`src/rtl/boot_loader_ctrl_if.sv`:
```
// Loader byte stream, CPU data-port request and RAM data-port bundle for boot_loader_ctrl.
// The controller connects through the slave modport; the byte source and CPU side use master.
interface boot_loader_ctrl_if #(
    parameter int ADDR_W = 32
);
    logic              in_valid;
    logic [7:0]        in_data;
    logic              in_ready;
    logic [ADDR_W-1:0] cpu_addr;
    logic [31:0]       cpu_wdata;
    logic              cpu_wr;
    logic [ADDR_W-1:0] ram_addr;
    logic [31:0]       ram_wdata;
    logic              ram_wr;

    modport master (
        output in_valid, in_data, cpu_addr, cpu_wdata, cpu_wr,
        input  in_ready, ram_addr, ram_wdata, ram_wr
    );

    modport slave (
        input  in_valid, in_data, cpu_addr, cpu_wdata, cpu_wr,
        output in_ready, ram_addr, ram_wdata, ram_wr
    );
endinterface

```
`src/rtl/boot_loader_ctrl.sv`:
```
// Boot loader: holds the CPU in reset, writes a length-prefixed little-endian word
// stream into RAM through the data port, then hands the port over and releases the CPU.
module boot_loader_ctrl #(
    parameter int                ADDR_W    = 32,
    parameter logic [ADDR_W-1:0] BASE_ADDR = ADDR_W'(32'h0000_0000),
    parameter int                MEM_WORDS = 1024
) (
    input  logic                clk,
    input  logic                rst_n,
    boot_loader_ctrl_if.slave   bus,
    output logic                cpu_rst_n,
    output logic                busy,
    output logic                done,
    output logic                err
);
    localparam int IDX_W = $clog2(MEM_WORDS + 1);

    localparam logic [2:0] ST_HDR   = 3'd0;
    localparam logic [2:0] ST_DATA  = 3'd1;
    localparam logic [2:0] ST_WRITE = 3'd2;
    localparam logic [2:0] ST_RUN   = 3'd3;
    localparam logic [2:0] ST_ERR   = 3'd4;

    logic [2:0]        state_r;
    logic [2:0]        state_nxt_s;
    logic [1:0]        bcnt_r;
    logic [23:0]       shift_r;
    logic [31:0]       count_r;
    logic [IDX_W-1:0]  idx_r;
    logic [IDX_W-1:0]  idx_inc_s;
    logic [ADDR_W-1:0] ram_addr_r;
    logic [31:0]       ram_wdata_r;
    logic              ram_wr_r;
    logic              cpu_rst_n_r;
    logic              busy_r;
    logic              done_r;
    logic              err_r;

    logic              in_ready_s;
    logic              accept_s;
    logic              last_byte_s;
    logic [31:0]       word_s;
    logic              cpu_owns_s;

    assign in_ready_s  = rst_n & ((state_r == ST_HDR) | (state_r == ST_DATA));
    assign accept_s    = bus.in_valid & in_ready_s;
    assign last_byte_s = accept_s & (bcnt_r == 2'd3);
    assign word_s      = {bus.in_data, shift_r};
    assign idx_inc_s   = idx_r + IDX_W'(1'b1);
    // The CPU only reaches the RAM port once both the state and its released reset agree.
    assign cpu_owns_s  = (state_r == ST_RUN) & cpu_rst_n_r;

    // Next-state decode for the load sequencer.
    always_comb begin
        state_nxt_s = state_r;
        case (state_r)
            ST_HDR: begin
                if (last_byte_s) begin
                    if (word_s == 32'd0) begin
                        state_nxt_s = ST_RUN;
                    end else if (word_s > 32'(MEM_WORDS)) begin
                        state_nxt_s = ST_ERR;
                    end else begin
                        state_nxt_s = ST_DATA;
                    end
                end else begin
                    state_nxt_s = ST_HDR;
                end
            end
            ST_DATA: begin
                if (last_byte_s) begin
                    state_nxt_s = ST_WRITE;
                end else begin
                    state_nxt_s = ST_DATA;
                end
            end
            ST_WRITE: begin
                if (32'(idx_inc_s) == count_r) begin
                    state_nxt_s = ST_RUN;
                end else begin
                    state_nxt_s = ST_DATA;
                end
            end
            ST_RUN:  state_nxt_s = ST_RUN;
            ST_ERR:  state_nxt_s = ST_ERR;
            // An undefined encoding parks the block with the CPU held in reset.
            default: state_nxt_s = ST_ERR;
        endcase
    end

    // State, byte assembly, word index and registered status/write outputs.
    always_ff @(posedge clk) begin
        if (!rst_n) begin
            state_r     <= ST_HDR;
            bcnt_r      <= 2'd0;
            shift_r     <= 24'd0;
            count_r     <= 32'd0;
            idx_r       <= '0;
            ram_addr_r  <= '0;
            ram_wdata_r <= 32'd0;
            ram_wr_r    <= 1'b0;
            cpu_rst_n_r <= 1'b0;
            busy_r      <= 1'b1;
            done_r      <= 1'b0;
            err_r       <= 1'b0;
        end else begin
            state_r  <= state_nxt_s;
            ram_wr_r <= 1'b0;

            if (accept_s) begin
                bcnt_r <= bcnt_r + 2'd1;
                case (bcnt_r)
                    2'd0:    shift_r[7:0]   <= bus.in_data;
                    2'd1:    shift_r[15:8]  <= bus.in_data;
                    2'd2:    shift_r[23:16] <= bus.in_data;
                    default: shift_r        <= shift_r;
                endcase
            end

            if (last_byte_s && (state_r == ST_HDR)) begin
                count_r <= word_s;
                idx_r   <= '0;
            end

            // The RAM write is issued in the WRITE cycle that follows the completing byte.
            if (last_byte_s && (state_r == ST_DATA)) begin
                ram_addr_r  <= BASE_ADDR + (ADDR_W'(idx_r) << 2);
                ram_wdata_r <= word_s;
                ram_wr_r    <= 1'b1;
            end

            if (state_r == ST_WRITE) begin
                idx_r <= idx_inc_s;
            end

            cpu_rst_n_r <= (state_nxt_s == ST_RUN);
            done_r      <= (state_nxt_s == ST_RUN);
            err_r       <= (state_nxt_s == ST_ERR);
            busy_r      <= (state_nxt_s != ST_RUN) && (state_nxt_s != ST_ERR);
        end
    end

    assign bus.in_ready  = in_ready_s;
    assign bus.ram_addr  = cpu_owns_s ? bus.cpu_addr  : ram_addr_r;
    assign bus.ram_wdata = cpu_owns_s ? bus.cpu_wdata : ram_wdata_r;
    assign bus.ram_wr    = rst_n & (cpu_owns_s ? bus.cpu_wr : ram_wr_r);

    assign cpu_rst_n = cpu_rst_n_r;
    assign busy      = busy_r;
    assign done      = done_r;
    assign err       = err_r;
endmodule

```
`src/flat_wrapper.sv`:
```
// flat-port wrapper written by rule: the top's interface ports become plain ports
module boot_loader_ctrl_flat 
#(
    parameter int                ADDR_W    = 32,
    parameter logic [ADDR_W-1:0] BASE_ADDR = ADDR_W'(32'h0000_0000),
    parameter int                MEM_WORDS = 1024
)
  (clk, rst_n, cpu_rst_n, busy, done, err, bus_in_valid, bus_in_data, bus_cpu_addr, bus_cpu_wdata, bus_cpu_wr, bus_in_ready, bus_ram_addr, bus_ram_wdata, bus_ram_wr);
  boot_loader_ctrl_if #(.ADDR_W(ADDR_W)) bus_i ();
  input  logic clk;
  input  logic rst_n;
  output logic cpu_rst_n;
  output logic busy;
  output logic done;
  output logic err;
  input wire logic [$bits(bus_i.in_valid)-1:0] bus_in_valid;
  input wire logic [$bits(bus_i.in_data)-1:0] bus_in_data;
  input wire logic [$bits(bus_i.cpu_addr)-1:0] bus_cpu_addr;
  input wire logic [$bits(bus_i.cpu_wdata)-1:0] bus_cpu_wdata;
  input wire logic [$bits(bus_i.cpu_wr)-1:0] bus_cpu_wr;
  output wire logic [$bits(bus_i.in_ready)-1:0] bus_in_ready;
  output wire logic [$bits(bus_i.ram_addr)-1:0] bus_ram_addr;
  output wire logic [$bits(bus_i.ram_wdata)-1:0] bus_ram_wdata;
  output wire logic [$bits(bus_i.ram_wr)-1:0] bus_ram_wr;
  assign bus_i.in_valid = bus_in_valid;
  assign bus_i.in_data = bus_in_data;
  assign bus_i.cpu_addr = bus_cpu_addr;
  assign bus_i.cpu_wdata = bus_cpu_wdata;
  assign bus_i.cpu_wr = bus_cpu_wr;
  assign bus_in_ready = bus_i.in_ready;
  assign bus_ram_addr = bus_i.ram_addr;
  assign bus_ram_wdata = bus_i.ram_wdata;
  assign bus_ram_wr = bus_i.ram_wr;
  boot_loader_ctrl #(.ADDR_W(ADDR_W), .BASE_ADDR(BASE_ADDR), .MEM_WORDS(MEM_WORDS)) u_core (.clk(clk), .rst_n(rst_n), .bus(bus_i), .cpu_rst_n(cpu_rst_n), .busy(busy), .done(done), .err(err));
endmodule
```
`config.mk`:
```
export PLATFORM = sky130hd
export DESIGN_NAME = boot_loader_ctrl_flat
export DESIGN_NICKNAME = d
export VERILOG_FILES = /design/src/rtl/boot_loader_ctrl_if.sv /design/src/rtl/boot_loader_ctrl.sv /design/src/flat_wrapper.sv
export SDC_FILE = /design/constraint.sdc
export NUM_CORES = 1
export LEC_CHECK = 0
export ABC_AREA = 1
export CAP_MARGIN = 20
export CORE_MARGIN = 4
export CORE_UTILIZATION = 35
export DETAILED_ROUTE_END_ITERATION = 8
export RECOVER_POWER = 50
export SLEW_MARGIN = 5
export SYNTH_ARGS = -nofsm -noshare
export SYNTH_HDL_FRONTEND = slang
export SYNTH_SLANG_ARGS = --single-unit
```
`constraint.sdc`:
```
create_clock -name clk -period 2.3 [get_ports clk]
set_input_delay 0.23 -clock clk [delete_from_list [all_inputs] [get_ports clk]]
set_output_delay 0.23 -clock clk [all_outputs]
set_load 0.01 [all_outputs]
```
Word-level counts from Yosys, hierarchy flattened
Cells that the tools add are included.
{"block": "word_totals", "register_bits": 119, "out_inout_bits": 70, "inputBits": 76, "wordCells": 55}
{"block": "classes", "n_mux": 12, "magnitude_cmp": 1, "bitwise": 6, "n_addsub": 2, "n_reduce_logical": 10, "eq_ne": 11}
{"operator": "$mux 32", "n": 2}
{"operator": "$eq 11x32->1", "n": 1}
{"operator": "$gt 32x11->1 const B", "n": 1}
{"operator": "$logic_not 32->1", "n": 1}
{"operator": "$mux 11", "n": 2}
{"operator": "$pmux 3 s4", "n": 1}
{"operator": "$add 11x1->11 const B", "n": 1}
{"operator": "$eq 3x2->1 const B", "n": 3}
{"operator": "$mux 3", "n": 3}
{"operator": "$reduce_and 2->1", "n": 3}
{"operator": "$and 1x1->1", "n": 5}
{"operator": "$eq 2x2->1 const B", "n": 2}
{"operator": "$mux 2", "n": 2}
{"operator": "$eq 3x1->1 const B", "n": 1}
{"operator": "$eq 3x3->1 const B", "n": 1}
{"operator": "$logic_and 1x1->1", "n": 3}
{"operator": "$logic_not 3->1", "n": 1}
{"operator": "$ne 3x2->1 const B", "n": 1}
{"operator": "$ne 3x3->1 const B", "n": 1}
{"operator": "$add 2x1->2 const B", "n": 1}
{"operator": "$eq 2x1->1 const B", "n": 1}
{"operator": "$logic_not 2->1", "n": 1}
{"operator": "$mux 1", "n": 2}
{"operator": "$reduce_bool 2->1", "n": 1}
{"operator": "$or 1x1->1", "n": 1}

Depth between registers and ports, before layout
{"block": "logic_depth", "word_depth": 9, "depth_mapped": 13, "ltp_nobuf": 13}

Worst setup path after synthesis
No wires, ideal clock.
{"block": "synth_path", "path_kind": "reg-to-output", "startpoint": "register u_core.state_r[2]", "endpoint": "output port bus_ram_addr[2]", "stages_incl_launch_ff": 8, "t_arrival_ns": 1.442, "setup_slack_ns": 0.628, "required_ns": 2.070, "path_cell_list": "dfxtp_1 > inv_1 > nand2_1 > nor2_1 > nand2_1 > buf_2 > buf_2 > mux2_2"}
{"block": "synth_via", "elab_chain_cells": 3}
{"element": "from (decl)", "line_no": "boot_loader_ctrl.sv:24", "text": "logic [2:0] state_r;"}
{"element": "from (signal assigned)", "line_no": "boot_loader_ctrl.sv:107", "text": "state_r <= state_nxt_s;"}
{"element": "$eq 3x2->1", "line_no": "boot_loader_ctrl.sv:51", "text": "assign cpu_owns_s = (state_r == ST_RUN) & cpu_rst_n_r;"}
{"element": "$and 1x1->1", "line_no": "boot_loader_ctrl.sv:51"}
{"element": "$mux 32", "line_no": "boot_loader_ctrl.sv:144", "text": "assign bus.ram_addr = cpu_owns_s ? bus.cpu_addr : ram_addr_r;"}
{"element": "to (decl)", "line_no": "flat_wrapper.sv:22", "text": "output wire logic [$bits(bus_i.ram_addr)-1:0] bus_ram_addr;"}
Every way passes these cells.

Worst setup path after layout
{"block": "layout_path", "startpoint": "register u_core.state_r[2]", "endpoint": "output port bus_ram_wr"}
{"block": "layout_via", "elab_chain_cells": 4}
{"element": "$eq 3x2->1", "line_no": "boot_loader_ctrl.sv:51"}
{"element": "$and 1x1->1", "line_no": "boot_loader_ctrl.sv:51"}
{"element": "$mux 1", "line_no": "boot_loader_ctrl.sv:146", "text": "assign bus.ram_wr = rst_n & (cpu_owns_s ? bus.cpu_wr : ram_wr_r);"}
{"element": "$and 1x1->1", "line_no": "boot_loader_ctrl.sv:146"}
{"element": "to (decl)", "line_no": "flat_wrapper.sv:24", "text": "output wire logic [$bits(bus_i.ram_wr)-1:0] bus_ram_wr;"}
Every way passes these cells.

==> results.yml <==
floorplan:
  coreArea_sq_um: 15200
  boundaryPins: 146
  start_util_pct: 35.7
  die_w_um: 132
  die_y_um: 132
  num_rows: 45
  die-area_sq_um: 17500
timing:
  slew_violations: 101
  fmax_mhz: 452
  fin_worst_skew_ns: 0.00703
  relSlewSlack_pct: -4.72
  holdWs_ns: 0.364
  finalCriticalPeriod_ns: 2.21
  finalSetupTns_ns: 0
  rsz0062_at_grt: "no"
  hold_viol_final: 0
  fin_crit_sh_pct: 96.3
  setup_viol: 0
  worst_pin_slew_ns: 1.57
setup_path:
  cp_max_fo: 4
  end_kind: "output pin"
  start_kind: "flop"
  worstSetupPathType: "flop to output pin"
  cp.required_ns: 2.07
  cp_slowest_cell: "dfxtp_4"
  max_stage_delay_ns: 0.36
  critPathArrivalTime_ns: 1.98
  cp_common_cell: "buf_4"
  path_cells: "inv_4 -> nand2_4 -> nor2_4 -> buf_4 -> buf_4 -> buf_4 -> buf_4 -> buf_4 -> buf_4 -> nand3_1 -> a21oi_2 -> buf_2"
detailed_routing:
  routed_wl_um: 14900
  wl_met2_um: 6800
  wl_per_cell_um: 14.1
  drc_errors: 0
  wl_met1_um: 7040
  firstDrtPassIters: 4
  final_antenna_net_count: 0
  via_count: 5071
  top_layer_used: "met4"
  detail_route.vias_per_cell: 4.77
  drt_iter0_drc: 273
  wl_met3_um: 999
synthesis:
  synth_compound_area_share_pct: 20.3
  synth_top_family_by_area: "compound AO/OA/AOI/OAI gates"
  synth_fa_ha_area_share_pct: 1.15
  ys_ff_latch: 119
  synth_fp_nets: 792
  synth_cell_types: 28
  synth_warnings: 0
  synth_xor_area_share_pct: 0.485
  synthSimpleGateAreaFrac_pct: 15.9
  netlist_area_sq_um: 5420
  syn_area_per_cell_sq_um: 7.62
  synthMuxAreaShare_pct: 8.93
  synthCells: 711
  synth.yosys.seq_area_share_pct: 44.0
power:
  power_leakage_uw: 0.00355
  p_comb_share_pct: 6.8
  p_per_area_nw_per_um2: 667
  finalPower_uw: 5170
  swShare_pct: 21.2
  switchingPower_uw: 1090
  internal_power_uw: 4070
  p_clk_share_pct: 52.3
  pwr-share-seq_pct: 40.9
  vdd_drop_max_v: 0.000536
outcome:
  status: "finished, violations left"
  violations: "max-capacitance violations, max-slew violations"
run:
  cap_violations: 1
placement:
  portBuffers: 145
  placed_cells: 1017
  dp_hpwl_um: 10300
  routabilityCongestion: 0.804
clock_tree:
  cts.reportedPaths.clkPinSlew_ns: 0.05
  cts_max_level: 4
  clock_latency_ns: 0.41
  cts_buffer_depth: 2
  root_buffer: "clkbuf_16"
  hold_buffers: 0
  clkSinkCount: 119
  cts_buffers: 17
  cts_tree: "yes"
final_layout:
  fin_util_pct: 50.9
  fill_cells: 1484
  final_nets: 944
  drive_gt1_share_pct: 14.9
  area_growth_pct: 42.8
  n_antenna_cell: 0
  final_common_cell: "dfxtp_1"
  fin_cells: 1063
  layout_common_cells: "dfxtp_1 (116), a21oi_1 (112), o21ai_0 (105), inv_1 (80), nand2_1 (79)"
global_route:
  grt_pass1_wl_um: 24700
  overflow: 0
  grt_max_degree: 101
  gr-usage-all-layers_pct: 17.3
  antenna_found_initial: 0
  grt_pass1_vias: 4951
min_path:
  hold_class: "primary input to flop"
[synth_stat cells]
library cell | number | area, sq um
mux2_2 | 43 | 484
inv_1 | 78 | 293
nand2_2 | 3 | 18.8
dfxtp_1 | 119 | 2380
nor3_1 | 3 | 15.0
nand3_1 | 26 | 130
buf_1 | 1 | 3.75
and2_1 | 1 | 6.26
xnor2_1 | 1 | 8.76
a21oi_1 | 113 | 566
a211oi_1 | 1 | 7.51
inv_2 | 5 | 18.8
and2_0 | 1 | 6.26
nand4_1 | 9 | 56.3
buf_4 | 5 | 37.5
o21ai_1 | 1 | 5.00
clkbuf_1 | 18 | 67.6
buf_2 | 16 | 80.1
nor2_2 | 4 | 25.0
nor3_4 | 1 | 16.3
nor2_1 | 63 | 236
nand3b_1 | 5 | 37.5
o21ai_0 | 104 | 521
nand2_1 | 80 | 300
clkinv_2 | 1 | 5.00
xor2_1 | 2 | 17.5
nor4_1 | 2 | 12.5
ha_1 | 5 | 62.6
[registers in the layout (all words and copies together), names as in the netlist]
name,count
u_core.cpu_rst_n,1
u_core.busy,1
u_core.bcnt_r,2
u_core.ram_addr_r,11
u_core.state_r,3
u_core.ram_wr_r,1
u_core.ram_wdata_r,32
u_core.idx_r,11
u_core.shift_r,24
u_core.count_r,32
u_core.err,1
[repair_timing]
item,4_1_cts,5_1_grt
gates resized for setup,80,25
gates cloned,3,0
setup buffers,10,2
pin swaps,1,2
setup endpoints to repair,64,24
[cells by family (layout without fill, tap and decap cells)]
logic type,after synthesis,in the layout
muxes,43,43
AOI/OAI and AO/OA,219,219
DFF,119,119
buffers and inverters,124,288
adders and majority gates,5,5
and+or+nand+nor,198,198
xor gates and xnor gates,3,3
[worst max-delay path, delay by kind of cell, from the launching register on]
kind / cells / cell delay (ns)
buffers and inverters: 8 / 0.80
flip-flops: 1 / 0.36
AND/OR/NAND/NOR: 3 / 0.24
AO/OA/AOI/OAI: 1 / 0.16
[worst paths after layout]
kind,startpoint,endpoint,slack [ns],depth (start not counted)
setup reg to reg,u_core.state_r[1]$_SDFF_PN0_,u_core.ram_wdata_r[30]$_SDFFE_PN0P_,0.30,10
setup / recovery,u_core.state_r[2]$_SDFF_PN0_,bus_ram_wr,0.09,12
hold reg to reg,u_core.idx_r[9]$_SDFFE_PN0P_,u_core.idx_r[9]$_SDFFE_PN0P_,0.48,2
hold / removal,rst_n,u_core.idx_r[3]$_SDFFE_PN0P_,0.36,4
[layout make-up]
| cell class | instances | area, sq um | share of cell area [%] |
|---|---|---|---|
| sequential | 119 | 2390 | 30.9 |
| inverter | 84 | 319 | 4.12 |
| multi-input combinational | 468 | 2560 | 33.1 |
| timing repair buffer | 173 | 1630 | 21.1 |
| clock buffer | 22 | 484 | 6.25 |
| clock inverter | 9 | 123 | 1.58 |
| tap | 188 | 235 | 3.04 |
[metrics by stage]
stage,area (sq um),worst slack [ns]
6_report,7740,0.0861
3_3_place_gp,7060,0.226
4_1_cts,7770,-0.0834
3_5_place_dp,7060,0.186
5_1_grt,7740,0.00700
2_1_floorplan,5420,0.628
[power groups by stage]
| stage | Clock [uW] | Combinational (uW) | Sequential, uW |
|---|---|---|---|
| global route | 2850 | 389 | 2120 |
| detailed placement | 0 | 352 | 2160 |
| finish | 2700 | 349 | 2110 |
| floorplan | 0 | 158 | 2150 |
| global placement | 0 | 350 | 2160 |
| CTS | 2760 | 355 | 2110 |
[layer usage]
metal / up-vias / track usage [%]
li1: 2666 / -
met1: 2253 / 22.3
met2: 141 / 28.1
met3: 11 / 4.60
met4: 0 / 5.89
met5: - / 0
(Power assumes the default switching activity.)
